===== src/rtl/simon_pkg.sv =====
// Shared types and width helpers for the Simon sequence engine.
package simon_pkg;

  typedef enum logic [2:0] {
    StIdle,
    StAdd,
    StShowOn,
    StShowOff,
    StWaitIn,
    StEcho,
    StWin,
    StLose
  } state_t;

  // Symbol width; at least one bit even for degenerate counts.
  function automatic int sym_width(int n);
    return (n > 1) ? $clog2(n) : 1;
  endfunction

  // Width able to hold 0..d inclusive.
  function automatic int level_width(int d);
    return $clog2(d + 1);
  endfunction

  function automatic int addr_width(int d);
    return (d > 1) ? $clog2(d) : 1;
  endfunction

endpackage


===== src/rtl/simon_seq_mem.sv =====
// Sequence storage: DEPTH x BW flops, one synchronous write port, one combinational read port.
module simon_seq_mem #(
  parameter int DEPTH = 16,
  parameter int BW    = 2,
  parameter int AW    = 4
) (
  input  logic          clk,
  input  logic          we,
  input  logic [AW-1:0] waddr,
  input  logic [BW-1:0] wdata,
  input  logic [AW-1:0] raddr,
  output logic [BW-1:0] rdata
);

  // Contents are never read above level-1, so no reset is needed.
  logic [BW-1:0] mem_q [DEPTH];

  always_ff @(posedge clk) begin
    if (we) begin
      mem_q[waddr] <= wdata;
    end
  end

  assign rdata = mem_q[raddr];

endmodule


===== src/rtl/simon_seq_engine.sv =====
// Simon game core: grows a random sequence, plays it back first-to-last, and checks player
// entries forward or reversed with a per-entry timeout.
module simon_seq_engine
  import simon_pkg::*;
#(
  parameter int NUM_BUTTONS   = 4,
  parameter int DEPTH         = 16,
  parameter int TIMEOUT_TICKS = 8,
  localparam int BW = sym_width(NUM_BUTTONS),
  localparam int LW = level_width(DEPTH)
) (
  input  logic          clk,
  input  logic          rst_n,
  input  logic          start,
  input  logic          reverse,
  input  logic [BW-1:0] rand_sym,
  input  logic [BW-1:0] in_sym,
  input  logic          in_valid,
  input  logic          timer_pulse,
  output logic          timer_go,
  output logic [BW-1:0] out_sym,
  output logic          out_ena,
  output logic          win,
  output logic          lose,
  output logic          hs,
  output logic [LW-1:0] level
);

  localparam int AW = addr_width(DEPTH);
  localparam int TW = level_width(TIMEOUT_TICKS);
  localparam logic [LW-1:0] LvOne  = LW'(1);
  localparam logic [LW-1:0] LvMax  = LW'(DEPTH);
  localparam logic [TW-1:0] TOne   = TW'(1);
  localparam logic [TW-1:0] TLimit = TW'(TIMEOUT_TICKS);
  localparam logic [BW:0]   NumSym = (BW + 1)'(NUM_BUTTONS);

  state_t        state_q;
  logic [LW-1:0] level_q, idx_q, hs_reg_q;
  logic [TW-1:0] tcnt_q;
  logic          start_q, rev_q;
  logic          timer_go_q, out_ena_q, win_q, lose_q, hs_q;
  logic [BW-1:0] out_q;

  logic          start_rise;
  logic [BW:0]   rand_ext;
  logic [BW-1:0] rand_mod, rd_data;
  logic [AW-1:0] rd_addr;
  logic [LW-1:0] last_idx;
  logic          last_entry;

  assign start_rise = start & ~start_q;
  assign rand_ext   = {1'b0, rand_sym} % NumSym;
  assign rand_mod   = rand_ext[BW-1:0];
  // Also the LOSE score: rounds fully completed before the failing one.
  assign last_idx   = level_q - LvOne;
  assign last_entry = rev_q ? (idx_q == '0) : (idx_q == last_idx);

  // Read address looks ahead so the registered OUT is ready on entry to SHOW_ON.
  always_comb begin
    rd_addr = AW'(idx_q);
    if (state_q == StAdd) begin
      rd_addr = '0;
    end else if (state_q == StShowOff) begin
      rd_addr = AW'(idx_q + LvOne);
    end
  end

  simon_seq_mem #(
    .DEPTH(DEPTH),
    .BW   (BW),
    .AW   (AW)
  ) u_mem (
    .clk  (clk),
    .we   (state_q == StAdd),
    .waddr(AW'(level_q)),
    .wdata(rand_mod),
    .raddr(rd_addr),
    .rdata(rd_data)
  );

  always_ff @(posedge clk or negedge rst_n) begin
    if (!rst_n) begin
      state_q    <= StIdle;
      level_q    <= '0;
      idx_q      <= '0;
      tcnt_q     <= '0;
      hs_reg_q   <= '0;
      start_q    <= 1'b0;
      rev_q      <= 1'b0;
      timer_go_q <= 1'b0;
      out_q      <= '0;
      out_ena_q  <= 1'b0;
      win_q      <= 1'b0;
      lose_q     <= 1'b0;
      hs_q       <= 1'b0;
    end else begin
      start_q    <= start;
      timer_go_q <= 1'b0;
      unique case (state_q)
        StIdle, StWin, StLose: begin
          if (start_rise) begin
            level_q <= '0;
            idx_q   <= '0;
            hs_q    <= 1'b0;
            win_q   <= 1'b0;
            lose_q  <= 1'b0;
            rev_q   <= reverse;
            state_q <= StAdd;
          end
        end
        StAdd: begin
          level_q    <= level_q + LvOne;
          idx_q      <= '0;
          // Slot 0 is being written this cycle on the first round.
          out_q      <= (level_q == '0) ? rand_mod : rd_data;
          out_ena_q  <= 1'b1;
          timer_go_q <= 1'b1;
          state_q    <= StShowOn;
        end
        StShowOn: begin
          if (timer_pulse) begin
            out_ena_q  <= 1'b0;
            timer_go_q <= 1'b1;
            state_q    <= StShowOff;
          end
        end
        StShowOff: begin
          if (timer_pulse) begin
            timer_go_q <= 1'b1;
            if (idx_q == last_idx) begin
              idx_q   <= rev_q ? last_idx : '0;
              tcnt_q  <= '0;
              state_q <= StWaitIn;
            end else begin
              idx_q     <= idx_q + LvOne;
              out_q     <= rd_data;
              out_ena_q <= 1'b1;
              state_q   <= StShowOn;
            end
          end
        end
        StWaitIn: begin
          if (in_valid) begin
            if (in_sym == rd_data) begin
              out_q      <= in_sym;
              out_ena_q  <= 1'b1;
              timer_go_q <= 1'b1;
              state_q    <= StEcho;
            end else begin
              lose_q  <= 1'b1;
              state_q <= StLose;
              if (last_idx > hs_reg_q) begin
                hs_reg_q <= last_idx;
                hs_q     <= 1'b1;
              end
            end
          end else if (timer_pulse) begin
            if (tcnt_q + TOne == TLimit) begin
              lose_q  <= 1'b1;
              state_q <= StLose;
              if (last_idx > hs_reg_q) begin
                hs_reg_q <= last_idx;
                hs_q     <= 1'b1;
              end
            end else begin
              tcnt_q     <= tcnt_q + TOne;
              timer_go_q <= 1'b1;
            end
          end
        end
        StEcho: begin
          if (timer_pulse) begin
            out_ena_q <= 1'b0;
            if (last_entry) begin
              if (level_q == LvMax) begin
                win_q   <= 1'b1;
                state_q <= StWin;
                if (LvMax > hs_reg_q) begin
                  hs_reg_q <= LvMax;
                  hs_q     <= 1'b1;
                end
              end else begin
                state_q <= StAdd;
              end
            end else begin
              idx_q      <= rev_q ? idx_q - LvOne : idx_q + LvOne;
              tcnt_q     <= '0;
              timer_go_q <= 1'b1;
              state_q    <= StWaitIn;
            end
          end
        end
        default: state_q <= StIdle;
      endcase
    end
  end

  assign timer_go = timer_go_q;
  assign out_sym  = out_q;
  assign out_ena  = out_ena_q;
  assign win      = win_q;
  assign lose     = lose_q;
  assign hs       = hs_q;
  assign level    = level_q;

endmodule


===== config.mk =====
export PLATFORM = sky130hd
export DESIGN_NAME = simon_seq_engine
export DESIGN_NICKNAME = d
export VERILOG_FILES = /design/src/rtl/simon_pkg.sv /design/src/rtl/simon_seq_mem.sv /design/src/rtl/simon_seq_engine.sv
export SDC_FILE = /design/constraint.sdc
export NUM_CORES = 1
export LEC_CHECK = 0
export BUFFER_PORTS_ARGS = -buffer_cell sky130_fd_sc_hd__buf_2
export CAP_MARGIN = 20
export CELL_PAD_IN_SITES_DETAIL_PLACEMENT = 1
export CELL_PAD_IN_SITES_GLOBAL_PLACEMENT = 2
export CORE_MARGIN = 2
export CORE_UTILIZATION = 35
export CTS_CLUSTER_DIAMETER = 60
export DETAILED_ROUTE_END_ITERATION = 12
export PLACE_DENSITY = 0.77
export SKIP_CTS_REPAIR_TIMING = 1
export SLEW_MARGIN = 20
export SYNTH_ARGS = -nofsm -noshare
export SYNTH_HDL_FRONTEND = slang
export SYNTH_SLANG_ARGS = --single-unit

===== constraint.sdc =====
create_clock -name clk -period 3.5 [get_ports clk]
set_clock_uncertainty 0.15 [all_clocks]
set_input_delay 0.7 -clock clk [delete_from_list [all_inputs] [get_ports clk]]
set_output_delay 0.7 -clock clk [all_outputs]
set_load 0.1 [all_outputs]

# Word-level counts from Yosys, hierarchy flattened
# Memory sizes are Yosys's and may differ from the RTL's.
# Cells that the tools add are included.
dict set report word_totals {
  ff_bits 31
  ramBits 32
  inputBits 10
  output_inout_bits 12
  wordCells 163
  memories 1
}
dict set report op_classes {
  n_addsub 5
  magnitude_cmp 2
  n_eq_ne 30
  muxes 84
  bitwise 2
  n_reduce_logical 26
}
# name words word_bits rd rd_ports_with_merged_regs write_ports line_no
set memory_table {}
lappend memory_table {u_mem.mem_q 16 2 1 0 1 simon_seq_mem.sv:16} ;# logic [BW-1:0] mem_q [DEPTH];
# cell count
set op_table {}
lappend op_table {{two-way mux 5 bit} 16}
lappend op_table {{two-way mux 4 bit} 9}
lappend op_table {{two-way mux 1 bit} 32}
lappend op_table {{two-way mux 3 bit} 10}
lappend op_table {{!= test 2 bit, second input constant} 14}
lappend op_table {{one-hot mux 5 bit (2 select lines)} 2}
lappend op_table {{one-hot mux 5 bit (4 select lines)} 1}
lappend op_table {{AND reduction 5 bit} 4}
lappend op_table {{one-hot mux 3 bit (6 select lines)} 1}
lappend op_table {{AND reduction 8 bit} 2}
lappend op_table {{equality test 3 bit, second input constant} 4}
lappend op_table {{two-way mux 2 bit} 6}
lappend op_table {{one-hot mux 4 bit (3 select lines)} 1}
lappend op_table {{AND reduction 6 bit} 2}
lappend op_table {{adder 5 x 1 -> 5 bit, second input constant} 2}
lappend op_table {{logical NOT 5 bit} 2}
lappend op_table {{subtractor 5 x 1 -> 5 bit, second input constant} 2}
lappend op_table {{!= test 3 bit, second input constant} 3}
lappend op_table {{AND reduction 9 bit} 1}
lappend op_table {{nonzero test 3 bit} 3}
lappend op_table {{one-hot mux 1 bit (4 select lines)} 2}
lappend op_table {{nonzero test 2 bit} 4}
lappend op_table {{nonzero test 4 bit} 2}
lappend op_table {{equality test 3 x 2 -> 1 bit, second input constant} 2}
lappend op_table {{18 further kinds} 22}

# Logic depth before layout (Yosys ltp)
# Gate-level depths: netlist of run 1.
# An unclocked memory read counts as a cell.
dict set report logic_depth {
  depth_word 8
  ltp_mapped 14
}

# Modules after synthesis
# From an unflattened synthesis of run 1, not the netlist that was laid out.
dict set report unflattened {
  hier_cells 399
  hier_area_um2 4053.9
}
# module instances cells_per_inst area_per_inst_um2 seq_area_each_um2
set modules_own_cells {}
lappend modules_own_cells {simon_seq_engine 1 323 2713.9 775.7}
lappend modules_own_cells {simon_seq_mem 1 76 1340.0 960.9}

# Least setup slack after synthesis of run 1
# No wires, ideal clock.
dict set report synth_timing {
  kind {flip-flop to flip-flop}
  from {register level_q[0] (netlist: level[0])}
  to {register hs_reg_q[2]}
  setup_time_ns 0.121
  arrival_time_ns 3.507
  required_ns 3.229
  slack_ns -0.278
  stages_incl_launch_ff 15
  path_buffers 1
  period_less_slack_ns 3.778
  path_cell_list {dfrtp_1 clkbuf_1 inv_1 ha_1 inv_1 ha_1 nor2b_1 o21a_1 o21a_1 o21a_1 o22ai_1 a211oi_1 nor3b_1 o31ai_4 a22o_1}
}
dict set report synth_between {
  elab_chain_len 7
}
# element line_no
set synth_rtl {}
lappend synth_rtl {{start: declaration} simon_seq_engine.sv:38} ;# logic [LW-1:0] level_q, idx_q, hs_reg_q;
lappend synth_rtl {{start signal: assignment} simon_seq_engine.sv:112} ;# level_q <= level_q + LvOne;
lappend synth_rtl {{subtractor 5 x 1 -> 5 bit} simon_seq_engine.sv:55} ;# assign last_idx = level_q - LvOne;
lappend synth_rtl {{> comparator 5 bit} {simon_seq_engine.sv:152, simon_seq_engine.sv:161}}
lappend synth_rtl {{two-way mux 5 bit} {simon_seq_engine.sv:152, simon_seq_engine.sv:161}}
lappend synth_rtl {{two-way mux 5 bit} simon_seq_engine.sv:158} ;# if (tcnt_q + TOne == TLimit) begin
lappend synth_rtl {{two-way mux 5 bit} simon_seq_engine.sv:157} ;# end else if (timer_pulse) begin
lappend synth_rtl {{two-way mux 5 bit} simon_seq_engine.sv:143} ;# if (in_valid) begin
lappend synth_rtl {{one-hot mux 5 bit (2 select lines)} simon_seq_engine.sv:99} ;# unique case (state_q)
lappend synth_rtl {{end signal: assignment} simon_seq_engine.sv:153} ;# hs_reg_q <= last_idx;
lappend synth_rtl {{end signal: assignment} simon_seq_engine.sv:162} ;# hs_reg_q <= last_idx;
lappend synth_rtl {{end signal: assignment} simon_seq_engine.sv:179} ;# hs_reg_q <= LvMax;
lappend synth_rtl {{end: declaration} simon_seq_engine.sv:38}
# Several ways; a longest one is shown, not always the timed one. The select of a mux whose other input is x is not followed.
# A chain may end at the register's enable or synchronous reset.

# Worst setup path in the final report of run 1
dict set report layout_timing {
  from {register state_q[2]}
  to {register hs_reg_q[2]}
}
dict set report layout_between {
  elab_chain_len 7
}
# element line_no
set layout_rtl {}
lappend layout_rtl {{start: declaration} simon_seq_engine.sv:37} ;# state_t state_q;
lappend layout_rtl {{start signal: assignment} simon_seq_engine.sv:83} ;# state_q <= StIdle;
lappend layout_rtl {{start signal: assignment} simon_seq_engine.sv:108} ;# state_q <= StAdd;
lappend layout_rtl {{start signal: assignment} simon_seq_engine.sv:118} ;# state_q <= StShowOn;
lappend layout_rtl {{equality test 3 x 2 -> 1 bit} simon_seq_engine.sv:63} ;# end else if (state_q == StShowOff) begin
lappend layout_rtl {{two-way mux 4 bit} simon_seq_engine.sv:63}
lappend layout_rtl {{two-way mux 4 bit} simon_seq_engine.sv:61} ;# if (state_q == StAdd) begin
lappend layout_rtl {{memory (16 x 2 bit)} -}
lappend layout_rtl {{equality test 2 bit} simon_seq_engine.sv:144} ;# if (in_sym == rd_data) begin
lappend layout_rtl {{!= test 3 bit (no source line)} -}
lappend layout_rtl {{AND reduction 8 bit (no source line)} -}
# Several ways; a longest one is shown, not always the timed one.

==> results of run 1 <==
-- sequential cells by signal, indices dropped and copies added (netlist names), 2 cells and up --
| signal | cells |
|---|---|
| u_mem.mem_q | 32 |
| hs_reg_q | 5 |
| idx_q | 5 |
| level | 5 |
| tcnt_q | 4 |
| state_q | 3 |
| out_sym | 2 |
-- metal layers --
metal,wire length (um),up-vias
met1,5734,1766
li1,-,1692
met3,572,12
met5,0,-
met2,5733,81
met4,175,0
-- metrics by stage --
stage / hold WS [ns] / utilization, % / instance area [um2]
global route: 0.3329 / 41.42 / 4730
finish: 0.2796 / 41.42 / 4730
detailed placement: 0.3245 / 38.93 / 4446
CTS: 0.3059 / 41.33 / 4720
floorplan: 0.2544 / - / 4116
global placement: 0.3182 / 38.93 / 4446
-- cells by family after synthesis --
family | synth area share (%)
xor gates and xnor gates | 3.987
AOI/OAI and AO/OA | 20.39
buffers and inverters | 4.595
muxes | 5.630
DFF | 42.24
and+or+nand+nor | 18.90
adders and majority gates | 4.261
-- synth_stat cells (2+ instances only) --
master / n
nor3_1: 15
mux2i_1: 18
a22o_1: 5
nand2_1: 54
and3_1: 2
o21a_1: 5
nand4_1: 4
nor2_1: 49
buf_1: 2
nand3b_1: 2
a211oi_1: 5
buf_6: 3
clkbuf_1: 15
nand3_1: 14
o21ai_0: 23
buf_2: 4
ha_1: 14
a21oi_1: 40
a32oi_1: 2
xor2_1: 7
o211ai_1: 3
inv_1: 17
nor2b_1: 8
a31oi_1: 2
nand2b_1: 6
o22ai_1: 5
edfxtp_1: 32
dfrtp_1: 31
nor3b_1: 3
o31ai_1: 2
mux2_2: 2
xnor2_1: 8
a221oi_1: 17
-- critical path: stages (launching register included) --
cell	delay [ns]
dfrtp_1	0.39
nand2b_1	0.38
mux2_4	0.47
a221oi_1	0.36
nor2_1	0.10
a211oi_2	0.22
a21o_2	0.15
mux2i_1	0.50
o211a_1	0.35
a22o_1	0.16
-- path summary, 6_finish.rpt --
check | startpoint | endpoint | slack, ns | cells after the start
worst max-delay path | state_q[2]$_DFFE_PN0P_ | hs_reg_q[2]$_DFFE_PN0P_ | 0.19 | 9
worst min-delay path | rst_n | out_sym[0]$_DFFE_PN0P_ | 0.28 | 1
worst max register to register | state_q[2]$_DFFE_PN0P_ | hs_reg_q[2]$_DFFE_PN0P_ | 0.19 | 9
worst min register to register | win$_DFFE_PN0P_ | win$_DFFE_PN0P_ | 0.34 | 2
max in group asynchronous | rst_n | level[0]$_DFFE_PN0P_ | 2.33 | 1
min in group clk | win$_DFFE_PN0P_ | win$_DFFE_PN0P_ | 0.34 | 2
-- final cells by class --
cell class / instances / area, um2 / share of cell area, %
sequential: 63 / 1742 / 36.83
timing repair buffer: 42 / 275.3 / 5.820
clock buffer: 9 / 225.2 / 4.762
inverter: 17 / 63.81 / 1.349
multi-input combinational: 343 / 2196 / 46.43
tap: 143 / 178.9 / 3.783
clock inverter: 7 / 48.80 / 1.032
-- power by group --
part	switching [mW]	leakage, nW	internal (mW)	total [mW]
Combinational	2.26	1.12	1.20	3.45
Sequential	0.126	0.674	0.925	1.05
Clock	0.363	0.125	0.478	0.841
Total	2.74	1.92	2.60	5.35
==> metrics.txt, run 1 <==
outcome completed; final wirelength ~12000 um; gp weighted congestion a little over 0.8; Die Height 112.4 um; Max VDD drop ~0.65 mV; Post-Synthesis Cells 448; ys flop type edfxtp_1; Seq/Total Area, Yosys 42.24%; M1 GR Usage between 20 and 30%; Starting Density between 30% and 40%; Max Transition Viols Final 0; deepest clock path buffer count 2; Post-DP HPWL around 9000 um; area delta synth->final 15.03%; CP endpoint kind flip-flop; die area 0.01263 mm2; RSZ-0062 raised after global routing false; CTS tree done; commonest cells after routing, fill and taps aside nand2_1, nor2_1, a21oi_1, edfxtp_1, dfrtp_1; FILL cells around 1400; Chip Width 112.4 um; fin cells ~620; Slew Limit Headroom a little under half; Clock transition at path regs about 0.060 ns; worst skew pair latency roughly 0.35 ns; vias per inst ~5.7; CTS buffer count 9; number of synthesized register bits 63; post-synth top area share 23.37%; Fin. Hold Viols 0; Slew @ Worst Pin roughly 0.78 ns; ys async rst share around half; Synth area leader edfxtp_1; grt ovf 0; met3 Resource Use GR 3.510%; Startpoint Class flip-flop; Syn Nets 472; Root Buffer clkbuf_16; mean post-synth cell area between 9 and 10 um2; Worst EP required roughly 3.6 ns; Site Rows 39; Inst Count DP about 600; vias in the first global route 3759; crit share post-route approximately 94%; Core Area 0.01142 mm2; post-layout min period about 3.3 ns; vias 3551; DP Worst Slack approximately 0.068 ns; met2 global-route usage a little under a third; Pre-antenna DRT Iters 4; Mapped Area roughly 0.0041 mm2; final worst slack 0.1948 ns; Routed wire per std cell approximately 20 um; post-route ant nets 0; initial DRC count 190; Worst EP arrival around 3.4 ns; GRT busiest layer met2; kind of critical path flip-flop to flip-flop; layout cells sized above 1 ~16%; crit-path max FO 10; Ports 22; Synth cell types just over 60; DR DRC count 0; Leakage ~1.9 nW; largest net degree at the start of global routing 32; Power Density between 1000 and 1500 mW/mm2; H-tree levels 3; first-pass GRT wire length approximately 20000 um; TNS Setup 0 ns; post-layout power between 5 and 6 mW; endpoints failing setup 0; Antenna Cells 0; Ys Warns 0; initial antenna violation count 0; Max Clk Rate 0.3025 GHz; Post-synth EDFFs 32; number of port buffers 21; Global Route Usage Sum 20.33%; most common cell after layout, fill and taps aside nand2_1; Hold WC Path Type input pin to asynchronous set/reset pin; Max Cap Violations 0; Final #Nets 500; main area contributors after synthesis edfxtp_1, dfrtp_1, nand2_1; clk sink count 63
Note: power is estimated with default switching activity, not from simulation.
==> run 2, diff against run 1 <==
--- a/config.mk
+++ b/config.mk
@@ -6,7 +6,7 @@
 export NUM_CORES = 1
 export LEC_CHECK = 0
 export BUFFER_PORTS_ARGS = -buffer_cell sky130_fd_sc_hd__buf_2
-export CAP_MARGIN = 20
+export CAP_MARGIN = 10
 export CELL_PAD_IN_SITES_DETAIL_PLACEMENT = 1
 export CELL_PAD_IN_SITES_GLOBAL_PLACEMENT = 2
 export CORE_MARGIN = 2
@@ -14,6 +14,7 @@
 export CTS_CLUSTER_DIAMETER = 60
 export DETAILED_ROUTE_END_ITERATION = 12
 export PLACE_DENSITY = 0.77
+export SETUP_SLACK_MARGIN = 0.3
 export SKIP_CTS_REPAIR_TIMING = 1
 export SLEW_MARGIN = 20
 export SYNTH_ARGS = -nofsm -noshare
==> run 2 against run 1 <==
  * Critical path depth grew 3
  * Cell count shrank 0.48%
  * Die area is the same
  * First-iteration DRC count shrank 13%
  * Sequential share of layout area shrank 0.62 points
  * Hold slack gained 0.0072 ns
  * Sequential cell count is the same
  * Critical endpoint is now hs_reg_q[3]$_DFFE_PN0P_
  * Largest cell class unchanged
  * Highest routed layer unchanged
==> metrics.txt, run 2 (synthesis results as in run 1) <==
Site Rows 39; clk sink count 63; FILL cells around 1300; Antenna Cells 0; Fin. Hold Viols 0; outcome completed; Startpoint Class flip-flop; Routed wire per std cell between 15 and 20 um; met2 WL roughly 5500 um; crit share post-route 87.14%; CP endpoint kind flip-flop; die area around 0.013 mm2; first-pass GRT wire length between 20000 and 25000 um; Worst Setup SP level[0]$_DFFE_PN0P_; Global Route Usage Sum about 20%; TNS Setup 0 ns; Root Buffer clkbuf_16; DR top layer met4; worst reg2reg startpoint level[0]$_DFFE_PN0P_; post-layout min period slightly above 3 ns; Max Clk Rate roughly 0.33 GHz; vias ~3500; Pre-antenna DRT Iters 4; CTS buffer count 9; Area after DPL between 0.004 and 0.005 mm2; Slew @ Worst Pin a little under 0.8 ns; most common cell after layout, fill and taps aside nand2_1; Post-DP HPWL a little under 9000 um; Biggest register u_mem.mem_q; Metal-1 WL just under 6000 um; post-route ant nets 0; commonest cells after routing, fill and taps aside nand2_1, nor2_1, a21oi_1, edfxtp_1, dfrtp_1; Die Height roughly 110 um; worst skew pair latency ~0.35 ns; Core Area roughly 0.011 mm2; final wirelength around 12000 um; Hold Worst Slack around 0.29 ns; vias per inst 5.641; kind of critical path flip-flop to flip-flop; DR DRC count 0; final worst slack ~0.45 ns; grt ovf 0; Max Transition Viols Final 0; Ports 22; DP Worst Slack ~0.27 ns; endpoints failing setup 0; Worst EP arrival between 3 and 4 ns; largest net degree at the start of global routing 40; gp weighted congestion approximately 0.85; initial antenna violation count 0; Hold WC Path Type input pin to asynchronous set/reset pin; met3 wire length approximately 480 um; Clock transition at path regs ~0.06 ns; Final #Nets 497; Slew Limit Headroom 47.32%; area delta synth->final 17.07%; number of port buffers 21; deepest clock path buffer count 2; Worst EP required between 3 and 4 ns; max FFs per register 32; Max Cap Violations 0; design area 0.004813 mm2; vias in the first global route 3665; H-tree levels 3; RSZ-0062 raised after global routing false; CTS tree done; initial DRC count 166; layout cells sized above 1 between 10% and 20%; Chip Width 112.4 um; crit-path max FO 5; Starting Density 36.01%
run 2: layout make-up:
class	instances	area [um2]	area share, %
Clock buffer	10	239.0	4.965
Clock inverter	6	46.29	0.9618
Inverter	17	66.31	1.378
Multi-Input combinational cell	343	2283	47.44
Sequential cell	63	1743	36.21
Tap cell	143	178.9	3.717
Timing Repair Buffer	39	256.5	5.329
run 2: through the flow:
step,cells,util [%]
4_1_cts,619,41.40
6_report,621,42.15
3_3_place_gp,603,38.90
2_1_floorplan,448,-
5_1_grt,621,42.15
3_5_place_dp,603,38.90
run 2: worst max-delay path: stages, from the launching register on:
cell	delay, ns
dfrtp_4	0.50
inv_4	0.09
ha_4	0.13
or3b_4	0.40
xor2_2	0.19
inv_1	0.06
ha_1	0.30
o21a_1	0.15
o22ai_2	0.12
a211oi_2	0.23
nor3b_4	0.25
o31ai_4	0.12
a22o_1	0.23
run 2: final timing paths:
kind / end / slack, ns / cells past startpoint
max: hs_reg_q[3]$_DFFE_PN0P_ / 0.45 / 12
min: out_sym[0]$_DFFE_PN0P_ / 0.29 / 1
max reg2reg: hs_reg_q[3]$_DFFE_PN0P_ / 0.45 / 12
min reg2reg: win$_DFFE_PN0P_ / 0.34 / 2
max in group asynchronous: level[0]$_DFFE_PN0P_ / 2.32 / 1
min in group clk: start_q$_DFF_PN0_ / 0.34 / 1
run 2: per-layer routing:
metal  vias up  global-route usage (%)
li1       1685                       -
met1      1734                   28.78
met2        62                   31.08
met3        22                   3.942
met4         0                   8.780
met5         -                       0
Power of run 2 is left out: the tool's default activity adds up to more than one toggle a clock period on the data nets, which glitch-free logic cannot reach.
==> run 3, diff against run 2 <==
--- a/config.mk
+++ b/config.mk
@@ -5,15 +5,17 @@
 export SDC_FILE = /design/constraint.sdc
 export NUM_CORES = 1
 export LEC_CHECK = 0
+export ABC_AREA = 1
 export BUFFER_PORTS_ARGS = -buffer_cell sky130_fd_sc_hd__buf_2
 export CAP_MARGIN = 10
 export CELL_PAD_IN_SITES_DETAIL_PLACEMENT = 1
 export CELL_PAD_IN_SITES_GLOBAL_PLACEMENT = 2
 export CORE_MARGIN = 2
-export CORE_UTILIZATION = 35
+export CORE_UTILIZATION = 34
 export CTS_CLUSTER_DIAMETER = 60
 export DETAILED_ROUTE_END_ITERATION = 12
-export PLACE_DENSITY = 0.77
+export GPL_ROUTABILITY_DRIVEN = 0
+export PLACE_DENSITY_LB_ADDON = 0.1
 export SETUP_SLACK_MARGIN = 0.3
 export SKIP_CTS_REPAIR_TIMING = 1
 export SLEW_MARGIN = 20
==> run 3 against run 2 <==
  * Hold slack worse by 0.013 ns
  * Die area down 7.7%
  * Cell count down 1.9%
  * Clock-buffer cell count up 1
  * Maximum frequency up 5.0%
  * Critical path depth up 4
  * Worst setup slack better by 0.14 ns
  * Routed wire length down 12%
  * First-iteration DRC count down 19%
  * Largest cell class is now flip-flops and latches
==> metrics.txt, run 3 <==
RSZ-0062 raised after global routing false; mean post-synth cell area between 8 and 9 um2; Max Transition Viols Final 0; worst skew pair latency approximately 0.36 ns; vias per inst 5.164; Max Clk Rate between 0.3 and 0.4 GHz; deepest clock path buffer count 2; initial DRC count between 100 and 150; switching portion of total power around half; Inst Count DP between 500 and 600; post-route ant nets 0; post-synth top area share a little over a quarter; most used cell, CP nand2_1; Metal-1 WL 5474 um; initial antenna violation count 0; CTS buffer count 9; Core Area 0.01042 mm2; outcome completed; Die Height between 100 and 150 um; Max VDD drop roughly 0.41 mV; area of the multi-input gates between 0.0015 and 0.002 mm2; layout cells sized above 1 13.95%; number of port buffers 21; Worst EP arrival between 3 and 4 ns; post-layout min period roughly 2.9 ns; Clock transition at path regs approximately 0.08 ns; Antenna Cells 0; Starting Density a little over a third; FILL cells ~1300; Bufs and invs on worst path 2; delay-heaviest family, CP simple AND/OR/NAND/NOR gates; endpoints failing setup 0; DR top layer met4; crit-path max FO 8; largest family of logic cells by synthesized area simple AND/OR/NAND/NOR gates; vias in the first global route approximately 3300; critical path's slowest cell dfrtp_2; Pre-antenna DRT Iters 4; post-synthesis compound-gate area fraction a little under a tenth; NetSw 2.211 mW; most frequent cell after synthesis nand2_1; Post-Synthesis Cells 440; ys async rst share a little under 50%; top cells by instance count after synthesis nand2_1, nand3_1, inv_1, nor2_1, edfxtp_1; Mapped Area 0.003677 mm2; Max Cap Violations 0; Chip Width about 110 um; die area about 0.012 mm2; DR DRC count 0; Slew @ Worst Pin between 0.7 and 0.8 ns; Syn Nets around 460; mux cell area share after synthesis 0%; Ports 22; max FFs per register 32; main area contributors after synthesis edfxtp_1, dfrtp_1, nand2_1; Power Density just over 1000 mW/mm2; TNS Setup 0 ns; H-tree levels 3; most common cell after layout, fill and taps aside nand2_1; share of total power in the clock network between 10% and 20%; clk sink count between 60 and 70; met2 WL around 4700 um; post-layout power between 4 and 5 mW; Hold WC Path Type input pin to asynchronous set/reset pin; simple-gate portion of the synthesized area between 20% and 30%; Synth Area in XOR/XNOR between 2 and 3%; slowest stage delay, CP 0.50 ns; grt ovf 0; Synth area leader edfxtp_1; Root Buffer clkbuf_8; Routed wire per std cell 17.61 um; Worst EP required 3.65 ns; first-pass GRT wire length ~18000 um; area delta synth->final 14.43%; Post-DP HPWL about 8100 um; Fin. Hold Viols 0; CP endpoint kind flip-flop; P_int just over 2 mW; Final #Nets 492; Biggest register u_mem.mem_q; final wirelength roughly 11000 um; Leakage approximately 1.8 nW; register area between 0.0015 and 0.002 mm2; fin cells between 600 and 700; Slew Limit Headroom a little under half; vias about 3100; largest net degree at the start of global routing 32; Post-synth EDFFs 32; Global Route Usage Sum 20.56%; Ys Warns 0; crit share post-route around 83%; number of synthesized register bits 63; Seq/Total Area, Yosys 47.23%; Post-Synth Adder-Cell Area approximately 4.8%; Startpoint Class flip-flop; kind of critical path flip-flop to flip-flop; met3 wire length between 300 and 400 um; ys flop type edfxtp_1; commonest cells after routing, fill and taps aside nand2_1, nand3_1, inv_1, nor2_1, edfxtp_1; Synth cell types 38; CTS tree done; Gate power share a little under three fifths; worst-path cell chain inv_4 > ha_1 > nand2_1 > xor2_4 > inv_1 > ha_1 > nand2_1 > o21ai_0 > o21ai_1 > nand2_1 > nand4_1 > nor3_1 > nand3_1 > nor2_1 > nand2_1 > nand2_1; sequential power share between 20% and 30%; Site Rows 37
[run 3: layout make-up]
| type | count | share of cell area [%] |
|---|---|---|
| multi-input combinational | 317 | 41.30 |
| inverter | 55 | 4.966 |
| tap | 136 | 4.044 |
| clock buffer | 11 | 3.122 |
| clock inverter | 5 | 2.528 |
| timing repair buffer | 22 | 2.676 |
| sequential | 63 | 41.36 |
[run 3: cell families after synthesis]
family,count (synthesis)
xor gates and xnor gates,12
buffers and inverters,60
adders and majority gates,14
DFF,63
AOI/OAI and AO/OA,58
and+or+nand+nor,233
[run 3: metrics by stage]
stage | worst slack [ns] | util (%) | cell area [um2] | hold WS [ns]
3_5_place_dp | 0.2382 | 37.71 | 3928 | 0.3206
5_1_grt | 0.3265 | 40.40 | 4208 | 0.3191
4_1_cts | 0.2111 | 39.99 | 4165 | 0.3056
3_3_place_gp | 0.2803 | 37.71 | 3928 | 0.3005
6_report | 0.5945 | 40.40 | 4208 | 0.2739
2_1_floorplan | 0.3931 | - | 3680 | 0.2544
[run 3: worst reg2reg max path, cell delays in order (launching register included)]
cell and delay [ns]:
dfrtp_2 0.50, inv_4 0.10, ha_1 0.25, nand2_1 0.16
xor2_4 0.25, inv_1 0.07, ha_1 0.29, nand2_1 0.07
o21ai_0 0.14, o21ai_1 0.16, nand2_1 0.09, nand4_1 0.07
nor3_1 0.17, nand3_1 0.12, nor2_1 0.14, nand2_1 0.07
nand2_1 0.05
[run 3: final timing paths]
check	slack, ns	end	depth (start not counted)	from
hold / removal	0.27	out_sym[1]$_DFFE_PN0P_	1	rst_n
setup / recovery	0.59	hs_reg_q[4]$_DFFE_PN0P_	16	level[0]$_DFFE_PN0P_
max in group asynchronous	2.38	level[1]$_DFFE_PN0P_	1	rst_n
min in group clk	0.33	start_q$_DFF_PN0_	1	start
setup reg to reg	0.59	hs_reg_q[4]$_DFFE_PN0P_	16	level[0]$_DFFE_PN0P_
hold reg to reg	0.34	hs$_DFFE_PN0P_	2	hs$_DFFE_PN0P_
[run 3: layer usage]
metal / track usage (%) / vias to the layer above
met5: 0 / -
met1: 29.89 / 1548
met2: 30.32 / 44
li1: - / 1539
met4: 8.700 / 0
met3: 3.255 / 14
[run 3: power by group through the flow]
stage	Sequential [mW]	Combinational [mW]	Clock, mW
6_report	1.10	2.36	0.796
5_1_grt	1.12	2.68	0.837
4_1_cts	1.10	2.35	0.812
3_5_place_dp	1.11	2.34	0
3_3_place_gp	1.10	2.33	0
2_1_floorplan	1.46	1.40	0
